[src/rtl/if_fetch_stage.sv]
//==============================================================================
// Module      : if_fetch_stage
// Description : Instruction-fetch stage. Owns the PC, fetches one word per
//               instruction over a request/grant bus and drives the IF/ID
//               pipeline register consumed by decode.
// Revision    : 1.0 - initial release
//==============================================================================
`default_nettype none

module if_fetch_stage #(
    parameter logic [29:0] RESET_VECTOR = 30'h0,
    parameter logic [31:0] NOP_INSN     = 32'h0
) (
    input  logic        clk,
    input  logic        reset,
    input  logic        stall,
    input  logic        flush,
    input  logic [29:0] new_pc,
    input  logic        br_taken,
    input  logic [29:0] br_addr,
    output logic        bus_req_,
    input  logic        bus_grnt_,
    output logic        bus_as_,
    output logic        bus_rw,
    output logic [29:0] bus_addr,
    input  logic [31:0] bus_rd_data,
    input  logic        bus_rdy_,
    output logic [29:0] if_pc,
    output logic [31:0] if_insn,
    output logic        if_en
);

    typedef enum logic [1:0] {
        S_REQ  = 2'd0,
        S_ACC  = 2'd1,
        S_HOLD = 2'd2,
        S_DROP = 2'd3
    } state_t;

    state_t      r_state;
    logic [29:0] r_pc;
    logic [31:0] r_buf;
    logic        r_as_n;
    logic [29:0] r_addr;
    logic [29:0] r_if_pc;
    logic [31:0] r_if_insn;
    logic        r_if_en;

    state_t      w_state_nxt;
    logic [29:0] w_pc_nxt;
    logic [31:0] w_buf_nxt;
    logic        w_as_n_nxt;
    logic [29:0] w_addr_nxt;
    logic [29:0] w_if_pc_nxt;
    logic [31:0] w_if_insn_nxt;
    logic        w_if_en_nxt;

    logic        w_redirect;
    logic [29:0] w_target;
    logic        w_done;

    // flush outranks stall; a decode branch only counts when decode is moving
    assign w_redirect = flush | (br_taken & ~stall);
    assign w_target   = flush ? new_pc : br_addr;
    assign w_done     = ~bus_rdy_;

    always_comb begin
        w_state_nxt   = r_state;
        w_pc_nxt      = r_pc;
        w_buf_nxt     = r_buf;
        w_as_n_nxt    = r_as_n;
        w_addr_nxt    = r_addr;
        w_if_pc_nxt   = r_if_pc;
        w_if_insn_nxt = r_if_insn;
        w_if_en_nxt   = r_if_en;

        case (r_state)
            S_REQ: begin
                if (w_redirect) begin
                    w_pc_nxt      = w_target;
                    w_if_en_nxt   = 1'b0;
                    w_if_insn_nxt = NOP_INSN;
                end else begin
                    if (!stall) begin
                        w_if_en_nxt   = 1'b0;
                        w_if_insn_nxt = NOP_INSN;
                    end
                    if (!bus_grnt_) begin
                        w_state_nxt = S_ACC;
                        w_addr_nxt  = r_pc;
                        w_as_n_nxt  = 1'b0;
                    end
                end
            end

            S_ACC: begin
                if (w_redirect) begin
                    w_pc_nxt      = w_target;
                    w_if_en_nxt   = 1'b0;
                    w_if_insn_nxt = NOP_INSN;
                    // an unfinished transfer must still run to completion
                    if (w_done) begin
                        w_as_n_nxt  = 1'b1;
                        w_state_nxt = S_REQ;
                    end else begin
                        w_state_nxt = S_DROP;
                    end
                end else if (stall) begin
                    if (w_done) begin
                        w_buf_nxt   = bus_rd_data;
                        w_as_n_nxt  = 1'b1;
                        w_state_nxt = S_HOLD;
                    end
                end else if (w_done) begin
                    w_if_pc_nxt   = r_pc;
                    w_if_insn_nxt = bus_rd_data;
                    w_if_en_nxt   = 1'b1;
                    w_pc_nxt      = r_pc + 30'd1;
                    w_as_n_nxt    = 1'b1;
                    w_state_nxt   = S_REQ;
                end else begin
                    w_if_en_nxt   = 1'b0;
                    w_if_insn_nxt = NOP_INSN;
                end
            end

            S_HOLD: begin
                if (w_redirect) begin
                    w_pc_nxt      = w_target;
                    w_if_en_nxt   = 1'b0;
                    w_if_insn_nxt = NOP_INSN;
                    w_state_nxt   = S_REQ;
                end else if (!stall) begin
                    w_if_pc_nxt   = r_pc;
                    w_if_insn_nxt = r_buf;
                    w_if_en_nxt   = 1'b1;
                    w_pc_nxt      = r_pc + 30'd1;
                    w_state_nxt   = S_REQ;
                end
            end

            S_DROP: begin
                if (w_redirect) begin
                    w_pc_nxt      = w_target;
                    w_if_en_nxt   = 1'b0;
                    w_if_insn_nxt = NOP_INSN;
                end
                if (w_done) begin
                    w_as_n_nxt  = 1'b1;
                    w_state_nxt = S_REQ;
                end
            end

            default: begin
                w_state_nxt = S_REQ;
            end
        endcase
    end

    always_ff @(posedge clk or negedge reset) begin
        if (!reset) begin
            r_state   <= S_REQ;
            r_pc      <= RESET_VECTOR;
            r_buf     <= NOP_INSN;
            r_as_n    <= 1'b1;
            r_addr    <= 30'd0;
            r_if_pc   <= RESET_VECTOR;
            r_if_insn <= NOP_INSN;
            r_if_en   <= 1'b0;
        end else begin
            r_state   <= w_state_nxt;
            r_pc      <= w_pc_nxt;
            r_buf     <= w_buf_nxt;
            r_as_n    <= w_as_n_nxt;
            r_addr    <= w_addr_nxt;
            r_if_pc   <= w_if_pc_nxt;
            r_if_insn <= w_if_insn_nxt;
            r_if_en   <= w_if_en_nxt;
        end
    end

    assign bus_req_ = (r_state == S_HOLD);
    assign bus_as_  = r_as_n;
    assign bus_rw   = 1'b1;
    assign bus_addr = r_addr;
    assign if_pc    = r_if_pc;
    assign if_insn  = r_if_insn;
    assign if_en    = r_if_en;

endmodule

`default_nettype wire

[config.mk]
export PLATFORM = sky130hd
export DESIGN_NAME = if_fetch_stage
export DESIGN_NICKNAME = d
export VERILOG_FILES = /design/src/rtl/if_fetch_stage.sv
export SDC_FILE = /design/constraint.sdc
export NUM_CORES = 1
export LEC_CHECK = 0
export CORE_AREA = 2 2 128 130
export DETAILED_ROUTE_END_ITERATION = 8
export DIE_AREA = 0 0 130 132
export PLACE_DENSITY = 0.78
export SYNTH_ARGS = -nofsm -noshare
export SYNTH_HDL_FRONTEND = slang
export SYNTH_SLANG_ARGS = --single-unit
[constraint.sdc]
create_clock -name clk -period 6.6 [get_ports clk]
set_input_delay 0.66 -clock clk [delete_from_list [all_inputs] [get_ports clk]]
set_output_delay 0.66 -clock clk [all_outputs]
set_load 0.01 [all_outputs]
==> results.cfg <==
[timing]
fin_skew_ps = 5.29
tns_ps = 0
slew_viol_final = 0
period_share = 0.518
worstMarginPinSlew_ps = 1260
rsz0062_at_grt = no
fmaxAchievable_ghz = 0.293
fin_hold_ws_ps = 241
fin_ws_ps = 3180
slew-limit-headroom = 0.160
finalHoldViolCount = 0
setup_viol = 0
period_needed_ps = 3420

[place]
dpl_cell_area_mm2 = 0.00944
port_buffers = 193
preCtsSetupSlack_ps = 2840
dpl.hpwl_um = 13500
place_congestion = 0.894
dp_cells = 1020

[clocking]
cts.sinks = 158
cts_tree = built
ctsResizeCount = 0
clock_latency_ps = 410
hold_buffers = 0
path_clk_slew_ps = 60
cts_htree_levels = 4
root_buffer = clkbuf_16
cts_setup_buffers = 0
numCtsBuffers = 17
clock_path_buffers = 2

[worst_hold_path]
hp-class = input port to asynchronous set/reset pin

[global_routing]
grt_pass1_wl_um = 31200
grt_overflow = 0
track_usage = 0.228
grt_pass1_vias = 6062
grt_start_max_net_pins = 90
antenna_found_initial = 1

[synthesis]
synth.distinct_cells = 54
synthCells = 651
synth-xor-area-share = 0
synth_nets = 756
yosys_warnings = 0
synth_top_family_by_area = compound AO/OA/AOI/OAI gates
async_flop_share = 1.00
yosys_register_bits = 158
synth_simple_gate_area_share = 0.0885
synth_edf_count = 0
synth_flop_cell = dfrtp_1
muxShareOfSynthArea = 0.164
synth_area_mm2 = 0.00738
yosysSeqAreaShare = 0.536
synth-compound-area-share = 0.164
synthAdderAreaFrac = 0.0102
avgSynthCellArea_um2 = 11.3

[critical_path]
path_cells = clkdlybuf4s50_1, buf_4, inv_1, nand2_1, o2bb2ai_2, buf_4, nand2b_1, o21ai_0
crit_path_max_fanout = 35
cpPeakStageDelay_ps = 850
timing.rr.end = if_insn[18]
rr_worst_depth = 7
rrSetupSlack_ps = 3720
worstSetupEndpointType = register
r2r_start = r_state[1]
crit_top_cell = buf_4
critPathTopFamily = buffers and inverters
crit_buf_inv = 4
critical_path_arrival_ps = 3650
crit_type = input port to register
cp_slowest_cell = nand2b_1
cp_data_required_time_ps = 6830
start_kind = input port

[cells_and_area]
n_fill_cell = 1202
layout.cells.non_filler = 1052
final_util = 0.637
register_area_mm2 = 0.00396
final_common_cell = clkdlybuf4s50_1
multi_input_area_mm2 = 0.00317
drive_above_1_share = 0.146
nets = 928
antenna_cells = 0
syn2layout_area_growth_pct = 35.5
design_area_mm2 = 0.0100
layout_common_cells = 192 x clkdlybuf4s50_1, 157 x dfrtp_1, 72 x mux2_2

[power]
p_total_mw = 4.37
power.density_mw_per_mm2 = 437
leakagePower_nw = 4.00
vdd_drop_max_v = 0.000228

[detailed_routing]
via_per_inst = 5.75
wire_per_inst_um = 18.5
dr_total_vias = 6046
drtIter0Drc = 470
drtPass1Iterations = 5
drc = 0
ant_nets = 0
routed_wl_um = 19500

[floorplanning]
coreArea_mm2 = 0.0157
die_area_mm2 = 0.0172
die_h_um = 132
num_rows = 46
start_util = 0.470
fp.dieW_um = 130
ioPinCount = 195

[run_status]
status = complete, no violations

[flow_run]
maxCapViolCount = 0
cells in the mapped netlist (6+ instances only):
| cell | instances | share of area |
|---|---|---|
| a211oi_1 | 6 | 0.0061 |
| a21oi_1 | 34 | 0.023 |
| a22oi_1 | 36 | 0.037 |
| a31oi_1 | 12 | 0.010 |
| and3_1 | 6 | 0.0051 |
| buf_2 | 17 | 0.012 |
| clkbuf_1 | 26 | 0.013 |
| dfrtp_1 | 157 | 0.53 |
| ha_1 | 6 | 0.010 |
| inv_1 | 10 | 0.0051 |
| mux2_1 | 30 | 0.046 |
| mux2_2 | 72 | 0.11 |
| mux2i_1 | 6 | 0.0081 |
| nand2_1 | 52 | 0.026 |
| nand3_1 | 11 | 0.0075 |
| nand4_1 | 8 | 0.0068 |
| nor2_1 | 17 | 0.0086 |
| nor2b_1 | 9 | 0.0076 |
| nor3_1 | 6 | 0.0041 |
| o21ai_0 | 54 | 0.037 |
| o22a_1 | 8 | 0.0095 |
| o22ai_1 | 15 | 0.013 |
final cells by class:
cell class / count / share of cell area
flip-flops and latches: 158 / 0.395
clock buffers: 20 / 0.0466
well taps: 216 / 0.0270
multi-input cells: 434 / 0.317
inverters: 10 / 0.00375
clock inverters: 12 / 0.0101
repair buffers: 202 / 0.200
power by group:
| group | total, mW | switching, mW | internal [mW] |
|---|---|---|---|
| combinational | 1.72 | 0.808 | 0.908 |
| sequential | 1.73 | 0.342 | 1.38 |
| clock | 0.931 | 0.410 | 0.521 |
| total | 4.37 | 1.56 | 2.81 |
sequential cells by signal (all words and copies together), names as in the netlist:
register / flops
bus_addr: 30
r_state: 2
if_en: 1
r_pc: 30
if_insn: 32
r_buf: 32
bus_as_: 1
if_pc: 30
cell families (layout without fill, tap and decap cells):
logic type / after synthesis / count (layout)
AO/OA/AOI/OAI: 191 / 191
flip-flops: 158 / 158
AND/OR/NAND/NOR: 128 / 128
multiplexers: 108 / 108
buffers and inverters: 59 / 244
adder cells (fa/ha/maj): 6 / 6
other: 1 / 1
layer usage:
metal	track usage	vias up	routed length [um]	share of wire
li1	-	2749	-	-
met1	0.302	2984	8140	0.42
met2	0.369	286	9330	0.48
met3	0.0633	27	1700	0.087
met4	0.0651	0	343	0.018
met5	0	-	0	0
worst max path at each step:
stage | start | endpoint | slack, ps | cells after the start
after CTS | flush | if_insn[18] | 3260 | 8
after global routing | flush | if_insn[18] | 2920 | 8
after detailed placement | flush | if_insn[18] | 2840 | 8
after floorplan | r_state[0] | r_pc[5] | 4520 | 9
after global placement | flush | if_insn[14] | 3040 | 8
final | flush | if_insn[18] | 3180 | 8
Power figures use the tool's default switching activity.
